File: src/rtl/rtmc_regfile.sv
`default_nettype none
// ============================================================================
// Module      : rtmc_regfile
// Description : Control/status register file on the SPI slave's register bus.
//               Provides RW control registers with per-register write strobes,
//               sampled RO status inputs, and a sticky, maskable W1C event
//               register that drives an interrupt.
// Revision    : 1.0 - initial release
// ----------------------------------------------------------------------------
// Ports
//   clk, rst_n          : clock, synchronous active-low reset
//   reg_addr/reg_wdat   : access address / write data, sampled with strobes
//   reg_wr/reg_rd       : one-cycle write / read strobes
//   reg_rdat            : read data, valid with reg_ack, held between reads
//   reg_ack/reg_err     : one-cycle acknowledge, error flag for failed access
//   rw_q/wr_stb         : RW register contents (flattened), write pulses
//   ro_d                : RO register values (flattened), sampled at read
//   evt_in/evt_q        : event set pulses / sticky event register
//   irq                 : |(evt_q & mask)
// Address map: 0x00..NUM_RW-1 RW, 0x40.. RO, 0x7E MASK, 0x7F EVT (W1C)
// ============================================================================
module rtmc_regfile #(
  parameter int ADDR_W = 7,
  parameter int DATA_W = 16,
  parameter int NUM_RW = 16,
  parameter int NUM_RO = 4,
  parameter logic [NUM_RW*DATA_W-1:0] RW_RESET = '0
) (
  input  logic                                  clk,
  input  logic                                  rst_n,
  input  logic [ADDR_W-1:0]                     reg_addr,
  input  logic [DATA_W-1:0]                     reg_wdat,
  input  logic                                  reg_wr,
  input  logic                                  reg_rd,
  output logic [DATA_W-1:0]                     reg_rdat,
  output logic                                  reg_ack,
  output logic                                  reg_err,
  output logic [NUM_RW*DATA_W-1:0]              rw_q,
  output logic [NUM_RW-1:0]                     wr_stb,
  input  logic [((NUM_RO > 0) ? NUM_RO : 1)*DATA_W-1:0] ro_d,
  input  logic [DATA_W-1:0]                     evt_in,
  output logic [DATA_W-1:0]                     evt_q,
  output logic                                  irq
);

  localparam logic [ADDR_W-1:0] c_ro_base   = ADDR_W'('h40);
  localparam logic [ADDR_W-1:0] c_mask_addr = ADDR_W'('h7E);
  localparam logic [ADDR_W-1:0] c_evt_addr  = ADDR_W'('h7F);

  logic [DATA_W-1:0] r_rw [NUM_RW];
  logic [DATA_W-1:0] r_mask;
  logic [DATA_W-1:0] r_evt;
  logic [DATA_W-1:0] r_rdat;
  logic              r_ack;
  logic              r_err;
  logic [NUM_RW-1:0] r_wr_stb;

  logic [NUM_RW-1:0] w_rw_hit;
  logic              w_ro_hit;
  logic              w_mask_hit;
  logic              w_evt_hit;
  logic [DATA_W-1:0] w_rd_val;
  logic              w_wr_only;
  logic              w_rd_only;
  logic              w_wr_mapped;
  logic              w_rd_mapped;
  logic [DATA_W-1:0] w_evt_clr;

  // Address decode and read-value mux. Upper address bits take part in every
  // compare, so anything at or above 0x80 falls through as unmapped.
  always_comb begin
    w_rw_hit = '0;
    w_ro_hit = 1'b0;
    w_rd_val = '0;
    for (int i = 0; i < NUM_RW; i++) begin
      if (reg_addr == ADDR_W'(i)) begin
        w_rw_hit[i] = 1'b1;
        w_rd_val    = r_rw[i];
      end
    end
    for (int i = 0; i < NUM_RO; i++) begin
      if (reg_addr == c_ro_base + ADDR_W'(i)) begin
        w_ro_hit = 1'b1;
        w_rd_val = ro_d[i*DATA_W +: DATA_W];
      end
    end
    w_mask_hit = (reg_addr == c_mask_addr);
    w_evt_hit  = (reg_addr == c_evt_addr);
    if (w_mask_hit) w_rd_val = r_mask;
    // EVT reads return the pre-update value: r_evt is the flop output.
    if (w_evt_hit)  w_rd_val = r_evt;
  end

  // Simultaneous wr+rd is a protocol error: neither side is performed.
  assign w_wr_only   = reg_wr & ~reg_rd;
  assign w_rd_only   = reg_rd & ~reg_wr;
  assign w_wr_mapped = (|w_rw_hit) | w_mask_hit | w_evt_hit;
  assign w_rd_mapped = (|w_rw_hit) | w_ro_hit | w_mask_hit | w_evt_hit;
  assign w_evt_clr   = (w_wr_only && w_evt_hit) ? reg_wdat : '0;

  always_ff @(posedge clk) begin
    if (!rst_n) begin
      for (int i = 0; i < NUM_RW; i++) begin
        r_rw[i] <= RW_RESET[i*DATA_W +: DATA_W];
      end
      r_mask   <= '0;
      r_evt    <= '0;
      r_rdat   <= '0;
      r_ack    <= 1'b0;
      r_err    <= 1'b0;
      r_wr_stb <= '0;
    end else begin
      r_ack    <= reg_wr | reg_rd;
      r_err    <= 1'b0;
      r_wr_stb <= '0;
      // Set is OR-ed in after the clear, so a coincident set wins.
      r_evt    <= (r_evt & ~w_evt_clr) | evt_in;

      if (reg_wr && reg_rd) begin
        r_err  <= 1'b1;
        r_rdat <= '0;
      end else if (w_wr_only) begin
        if (w_wr_mapped) begin
          for (int i = 0; i < NUM_RW; i++) begin
            if (w_rw_hit[i]) begin
              r_rw[i]     <= reg_wdat;
              r_wr_stb[i] <= 1'b1;
            end
          end
          if (w_mask_hit) r_mask <= reg_wdat;
        end else begin
          r_err <= 1'b1;
        end
      end else if (w_rd_only) begin
        if (w_rd_mapped) begin
          r_rdat <= w_rd_val;
        end else begin
          r_rdat <= '0;
          r_err  <= 1'b1;
        end
      end
    end
  end

  generate
    for (genvar g = 0; g < NUM_RW; g++) begin : g_rw_out
      assign rw_q[g*DATA_W +: DATA_W] = r_rw[g];
    end
  endgenerate

  assign reg_rdat = r_rdat;
  assign reg_ack  = r_ack;
  assign reg_err  = r_err;
  assign wr_stb   = r_wr_stb;
  assign evt_q    = r_evt;
  assign irq      = |(r_evt & r_mask);

endmodule
`default_nettype wire

File: config.mk
export PLATFORM = sky130hd
export DESIGN_NAME = rtmc_regfile
export DESIGN_NICKNAME = d
export VERILOG_FILES = /design/src/rtl/rtmc_regfile.sv
export SDC_FILE = /design/constraint.sdc
export NUM_CORES = 1
export LEC_CHECK = 0
export BUFFER_PORTS_ARGS = -buffer_cell sky130_fd_sc_hd__buf_2
export CORE_MARGIN = 2
export CORE_UTILIZATION = 30
export DETAILED_ROUTE_END_ITERATION = 8
export PLACE_DENSITY = 0.52
export SYNTH_ARGS = -nofsm -noshare
export SYNTH_HDL_FRONTEND = slang
export SYNTH_SLANG_ARGS = --single-unit
File: constraint.sdc
create_clock -name clk -period 3 [get_ports clk]
set_input_delay 0.3 -clock clk [delete_from_list [all_inputs] [get_ports clk]]
set_output_delay 0.3 -clock clk [all_outputs]
set_load 0.01 [all_outputs]
Yosys cells after proc, flatten, opt, wreduce, memory -nomap -nowiden

Memories as Yosys holds them, arrays and structs flattened.
Cells that the tools add are included.
Widths: inputs -> output; s select.

Logic and storage cells: 233
Input bits: 107
Register bits: 66
Memories: 1
RAM bits: 256
Bits in read-only memories: 0
Latch bits: 0

Multipliers: 0
Muxes and demuxes: 162
Add/sub/neg operators: 0
Divide/modulo/power cells: 0
Bitwise operators: 34
Eq/ne operators: 21
Reduce and logical (&&, ||, !) cells: 9
$lt $le $gt $ge: 0
Shifts and indexed selects: 0

Memories:

| memory | depth | bits a word | read ports | clocked after memory_dff | wr ports | RTL line | source |
|---|---|---|---|---|---|---|---|
| r_rw   | 16    | 16          | 16         | 0                        | 16       | 50       | `logic [DATA_W-1:0] r_rw [NUM_RW];` |

Operators by type and width:

| kind               | number |
|---|---|
| $mux 16            | 40 |
| $mux 1             | 122 |
| $eq 7x4->1 const B | 8 |
| $eq 7x7->1 const B | 6 |
| $and 16x16->16     | 2 |
| $reduce_or 16->1   | 2 |
| $eq 7x3->1 const B | 4 |
| $or 1x1->1         | 22 |
| $not 16->16        | 1 |
| $or 16x16->16      | 1 |
| $eq 7x2->1 const B | 2 |
| $eq 7x1->1 const B | 1 |
| $logic_not 7->1    | 1 |
| $not 1->1          | 6 |
| $reduce_and 4->1   | 1 |
| $reduce_or 4->1    | 1 |
| $and 1x1->1        | 2 |
| $logic_and 1x1->1  | 2 |
| $reduce_and 2->1   | 1 |
| $reduce_or 2->1    | 1 |

Logic depth before layout (Yosys ltp)

Gate-level depths: netlist of run 1.

Depth in word-level cells: 24
Gate-level depth with buffers: 10

Worst setup path after synthesis of run 1

Ideal clock, no wire load.

Path kind: in2reg
Start point: in reg_addr[4]
End point: mem r_rw[11][0] (netlist: r_rw[1][48]), enable pin
Path slack: -37 ps
Data arrival time: 2626 ps
Setup time: 411 ps
Stages: 7
Path through: buf_6 -> or3_1 -> buf_2 -> nor2_1 -> buf_4 -> nand2_1 -> o21ai_0

RTL lines:

| what            | RTL line | source |
|---|---|---|
| start, declared | 31       | `input logic [ADDR_W-1:0] reg_addr,` |
| end, declared   | 50       |  |

==> results by group, run 1 <==
Worst setup path
  – Worst Setup End Kind: register
  – Critical-path top delay cell: a2111oi_0
  – R2r setup slk: 0.09 ns
  – Critical path, cell by cell: mux4_2 -> nor2b_1 -> o21ai_0 -> o31ai_1 -> a2111oi_0 -> buf_4 -> o211ai_1
  – Kind of critical path: register to register
  – Critical Path RT: 3.44 ns
  – Critical path buffers and inverters: 1
  – Startpoint Class: register
  – WP data arrival: 3.35 ns
  – CP Max Fanout: 2
  – Crit path largest cell delay: 0.95 ns
  – Crit path max-delay family: compound AO/OA/AOI/OAI gates

Clock tree
  – CTS Buf Count: 39
  – # H-tree levels: 2
  – CTS tree: done
  – CTS Root Cell: clkbuf_16
  – CTS Buffer Depth: 3
  – Post-CTS Setup Repair Bufs: 0
  – Skew-Pair Late Insertion Delay: 0.56 ns
  – Clock-pin transition on the worst setup and hold timing paths: 0.06 ns
  – TritonCTS Sinks: 322

Timing
  – Final Setup Violations: 0
  – Final Hold Fails: 0
  – Worst Skew: 0.02116 ns
  – Actual slew at the worst max-slew pin: 1.319 ns
  – RSZ-0062 raised after global routing: no
  – Final slew viol count: 0
  – Max frequency: 343.6 MHz
  – Post-layout min period: 2.910 ns
  – Final period utilization: 97.00%
  – Slew HR: 9.818%
  – Setup TNS Final: 0 ns
  – Final setup margin: 0.09005 ns

Drt
  – Post-route ant nets: 0
  – Total number of vias: 14,340
  – DR WL/cell: 30.43 µm
  – Drt initial violations: 1,686
  – Via density: 5.611
  – Final WL: 77,750 µm
  – Detailed-router iteration count before antenna repair: 9
  – Drt drc: 0

Logic synthesis
  – Syn. warnings: 0
  – Synthesis-stage register bit count: 322
  – Most used DFF post-synth: edfxtp_1
  – Largest family of logic cells by synthesized area: simple AND/OR/NAND/NOR gates
  – XOR/XNOR share of the synthesized area: 0%
  – Synth Area in Compound Gates: 14.76%
  – Seq/Total Area, Yosys: 59.81%
  – Adder-cell share of the synthesized area: 0%
  – Synth Net Count: 1,495
  – Post-Synth Simple-Gate Area: 14.89%
  – Syn Area/Cell: 10.85 µm²
  – Cell Area, Synth: 15,060 µm²
  – Mapped Cells: 1,388
  – Async SR Flop Fraction: 0%
  – Mux cell area share after synthesis: 6.421%
  – Post-synth EDFFs: 256
  – Distinct cells, synth: 82

Pwr
  – Reg power frac: 46.7%
  – Comb pwr share: 11.7%
  – PwrDens: 575.3 nW/µm²
  – Total power draw: 11,360 µW
  – VDD IR max: 0.3963 mV
  – Leak: 0.007742 µW
  – Pint: 8246 µW
  – Clock Power Share: 41.5%
  – Switching share of power: 27.44%
  – Sw Pwr: 3118 µW

Global route
  – Largest net degree at the start of global routing: 45
  – Vias in the first global route: 13,900
  – Gr usage total: 28.86%
  – GRT overflow: 0
  – Antenna violations before repair: 6
  – First-pass GRT wire length: 107,500 µm

Die
  – Core region area: 49,860 µm²
  – Die Span X: 228.1 µm
  – Die area: 52,020 µm²
  – I/O pin total: 414
  – Initial Utilization: 30.21%
  – FP Rows: 82
  – Die Y: 228.1 µm

Cells and area
  – FF+latch area: 9009 µm²
  – Most frequent cells in the layout: buf_2, nor2_1, edfxtp_1
  – Share of cells above drive strength 1: 34.01%
  – Synth-to-layout area growth: 31.13%
  – Commonest non-fill, non-tap cell in the layout: buf_2
  – Nets: 1,959
  – Area of the multi-input gates: 5464 µm²
  – Fillcell total: 5,032

Job
  – Total of max-cap violations: 0

Status
  – Status: finished, final reports clean

Place
  – Post-DP HPWL: 59,820 µm
  – I/O Buffers: 413
  – RD Place Congestion: 0.9633
  – Post-place setup slack: -0.09518 ns

Hold path
  – HP Class: input port to register
## power by group through the flow
stage          sequential (µW)  combinational (µW)  clock [µW]
2_1_floorplan             5400                 465           0
3_3_place_gp              5410                1290           0
3_5_place_dp              5400                1300           0
4_1_cts                   5310                1320        4790
5_1_grt                   5330                1390        4950
6_report                  5310                1330        4720
## stage by stage
| step | cells | util (%) | hold WS [ns] | area [µm²] |
|---|---|---|---|---|
| floorplan | 1388 | - | 0.4174 | 15060 |
| global placement | 2467 | 36.76 | 0.4730 | 18330 |
| finish | 2555 | 39.61 | 0.02734 | 19750 |
| global route | 2555 | 39.61 | 0.03007 | 19750 |
| detailed placement | 2467 | 36.76 | 0.4757 | 18330 |
| CTS | 2554 | 39.61 | 0.0006907 | 19750 |
## final timing paths
kind	cells after the start	endpoint	start
min reg2reg	2	reg_rdat[14]	reg_rdat[14]
max reg2reg	7	reg_rdat[3]	r_rw[0][51]
min	3	r_mask[5]	reg_wdat[5]
max	7	reg_rdat[3]	r_rw[0][51]
## cell type report
type	instances	share of cell area [%]
well taps	672	4.257
multi-input cells	928	27.66
inverters	26	0.4941
clock buffers	45	5.372
repair buffers	535	15.58
diodes	1	0.01267
flip-flops and latches	322	45.61
clock inverters	26	1.007
## sequential cells by signal, indices dropped and copies added (netlist names)
name	count
reg_ack	1
reg_err	1
evt_q	16
r_mask	16
wr_stb	16
reg_rdat	16
r_rw	256
## kinds of logic after synthesis
| family | Yosys count |
|---|---|
| flip-flops | 322 |
| AO/OA/AOI/OAI | 338 |
| AND/OR/NAND/NOR | 506 |
| multiplexers | 84 |
| buffers and inverters | 138 |
## per-layer routing
layer  global-route usage (%)  wire length (µm)  vias up
met4                    10.68              3059        6
met2                    48.58             37410      928
met5                        0                42        -
li1                         -                 -     6064
met3                    4.650              6655      160
met1                    37.41             30580     7179
## worst reg2reg max path, stage by stage, from the launching register on
cell,delay [ns]
edfxtp_1,0.40
mux4_2,0.52
nor2b_1,0.15
o21ai_0,0.28
o31ai_1,0.16
a2111oi_0,0.95
buf_4,0.26
o211ai_1,0.08
## synth_stat cells, drive strengths merged, types with 5 or more instances
cell type | count | area, µm²
nor2 | 267 | 1010
edfxtp | 256 | 7687
nand2 | 123 | 471.7
a21oi | 98 | 494.2
o21ai | 70 | 350.3
dfxtp | 66 | 1321
buf | 57 | 314.1
clkbuf | 55 | 207.7
mux2i | 55 | 550.5
inv | 25 | 93.84
mux2 | 21 | 236.5
nand3 | 21 | 110.1
o22ai | 20 | 125.1
nor3 | 19 | 106.4
a211oi | 14 | 105.1
a221oi | 14 | 122.6
and2 | 13 | 81.33
a31oi | 12 | 75.07
nor2b | 11 | 68.82
nand2b | 10 | 62.56
o211ai | 10 | 80.07
o31ai | 10 | 75.07
a22o | 8 | 70.07
mux4 | 8 | 180.2
nor4 | 8 | 65.06
a2111oi | 7 | 62.56
a22oi | 7 | 52.55
and3 | 6 | 37.54
o2111ai | 6 | 52.55
nand4 | 5 | 31.28
o221ai | 5 | 43.79
or3 | 5 | 31.28
## what timing repair did
item	in CTS	in global routing
hold buffers	16	0
hold endpoints to repair	16	0
endpoints found under the setup margin	0	0
gates resized for setup	0	0
Power figures use the tool's default switching activity.
==> run 2: changes to the inputs <==
CTS_BUF_LIST = sky130_fd_sc_hd__clkbuf_16   (was unset)
==> run 2 against run 1 <==
  * Combinational power is essentially flat
  * Setup slack improved by 0.095 ns
  * Clock power fell by 1%
  * Non-clock buffer count stayed put
  * Power fell by 0.52%
  * Sequential power hardly changed
  * Critical endpoint unchanged
  * Largest cell class unchanged
==> results by group, run 2 (synthesis results as in run 1) <==
Worst setup path
  – Crit Reg-Reg Startpoint: r_rw[0][51]
  – R2r setup slk: 0.18 ns
  – Critical Path RT: 3.44 ns
  – WP data arrival: 3.25 ns
  – Reg2Reg Depth: 7
  – Worst Setup End Kind: register
  – Startpoint Class: register
  – CP Max Fanout: 2
  – RR Endpoint: reg_rdat[3]
  – Kind of critical path: register to register

Pwr
  – Total power draw: 11,310 µW
  – VDD IR max: 0.3968 mV
  – PwrDens: 572.9 nW/µm²
  – Leak: 0.007741 µW

Drt
  – Via density: 5.586
  – Total number of vias: 14,280
  – Final WL: 77,600 µm
  – DR WL/cell: 30.36 µm
  – Detailed-router iteration count before antenna repair: 5
  – Drt initial violations: 1,738
  – Drt drc: 0
  – Post-route ant nets: 0

Global route
  – Largest net degree at the start of global routing: 45
  – GRT overflow: 0
  – First-pass GRT wire length: 107,400 µm
  – Antenna violations before repair: 6
  – Gr usage total: 28.85%
  – Vias in the first global route: 13,900

Clock tree
  – TritonCTS Sinks: 322
  – CTS tree: done
  – # H-tree levels: 2
  – Resized cells post-CTS: 0
  – Cts hold-fix bufs: 16
  – CTS Root Cell: clkbuf_16
  – Skew-Pair Late Insertion Delay: 0.56 ns
  – CTS Buf Count: 39
  – CTS Buffer Depth: 3
  – Post-CTS Setup Repair Bufs: 0
  – Clock-pin transition on the worst setup and hold timing paths: 0.06 ns

Timing
  – Final Hold Fails: 0
  – Actual slew at the worst max-slew pin: 1.260 ns
  – Worst Skew: 0.02009 ns
  – Max frequency: 355.2 MHz
  – Post-layout min period: 2.815 ns
  – RSZ-0062 raised after global routing: no
  – Final Setup Violations: 0
  – Hold Slack: 0.02809 ns
  – Setup TNS Final: 0 ns
  – Final period utilization: 93.85%
  – Final slew viol count: 0
  – Slew HR: 13.86%

Cells and area
  – Share of cells above drive strength 1: 33.95%
  – Final Non-Filler Cells: 2,556
  – Most frequent cells in the layout: buf_2, nor2_1, edfxtp_1
  – Most flop-heavy register: r_rw
  – Nets: 1,959
  – Commonest non-fill, non-tap cell in the layout: buf_2
  – Max reg flops: 256
  – Synth-to-layout area growth: 31.02%

Die
  – Core region area: 49,860 µm²
  – Die Span X: 228.1 µm
  – Die Y: 228.1 µm
  – FP Rows: 82
  – Initial Utilization: 30.21%
  – Die area: 52,020 µm²
  – I/O pin total: 414

Status
  – Status: finished, final reports clean

Place
  – RD Place Congestion: 0.9633
  – I/O Buffers: 413
  – # placed instances: 2,467
  – Post-DP HPWL: 59,820 µm

Hold path
  – WHS Path Cells: 3
  – Hold EP: r_mask[15]
  – Worst Hold Launch: reg_wdat[15]
  – HP Class: input port to register

Job
  – Total of max-cap violations: 0
==> run 2: where the power goes <==
group          internal (µW)  total (µW)  leakage (µW)  switching, µW
sequential              5070        5310       0.00298            243
combinational            453        1330       0.00413            877
clock                   2670        4660      0.000625           2000
total                   8190       11300       0.00774           3120
==> run 2: layout make-up <==
cell class              count  area (µm²)
diodes                      2       5.005
clock buffers              41        1026
clock inverters            30       214.0
fillers                  5035       30130
inverters                  26       97.59
multi-input cells         928        5464
flip-flops and latches    322        9009
well taps                 672       840.8
repair buffers            535        3078
==> run 2: through the flow <==
stage | utilization [%] | setup WS (ns) | area, µm²
2_1_floorplan | - | 0.04235 | 15060
3_3_place_gp | 36.76 | -0.1790 | 18330
3_5_place_dp | 36.76 | -0.09518 | 18330
4_1_cts | 39.57 | 0.2640 | 19730
5_1_grt | 39.57 | 0.1127 | 19730
6_report | 39.58 | 0.1846 | 19730
==> run 2: worst max-delay path: stages (launching register included) <==
cell,delay [ns]
edfxtp_1,0.40
mux4_2,0.52
nor2b_1,0.15
o21ai_0,0.28
o31ai_1,0.16
a2111oi_0,0.86
buf_4,0.25
o211ai_1,0.08
==> run 2: worst max-delay path by stage <==
stage	start	endpoint	cells after the start
after global placement	reg_addr[1]	reg_rdat[5]	9
final	r_rw[0][51]	reg_rdat[3]	7
after CTS	r_rw[0][51]	reg_rdat[3]	7
after floorplan	reg_addr[4]	r_rw[1][32]	5
after global routing	r_rw[0][51]	reg_rdat[3]	7
after detailed placement	reg_addr[1]	reg_rdat[3]	8
==> run 2: per-layer routing <==
layer | wire, µm | GRT usage [%]
met5 | 28 | 0
met3 | 6433 | 4.650
met2 | 37450 | 48.58
met4 | 2866 | 10.68
met1 | 30830 | 37.40
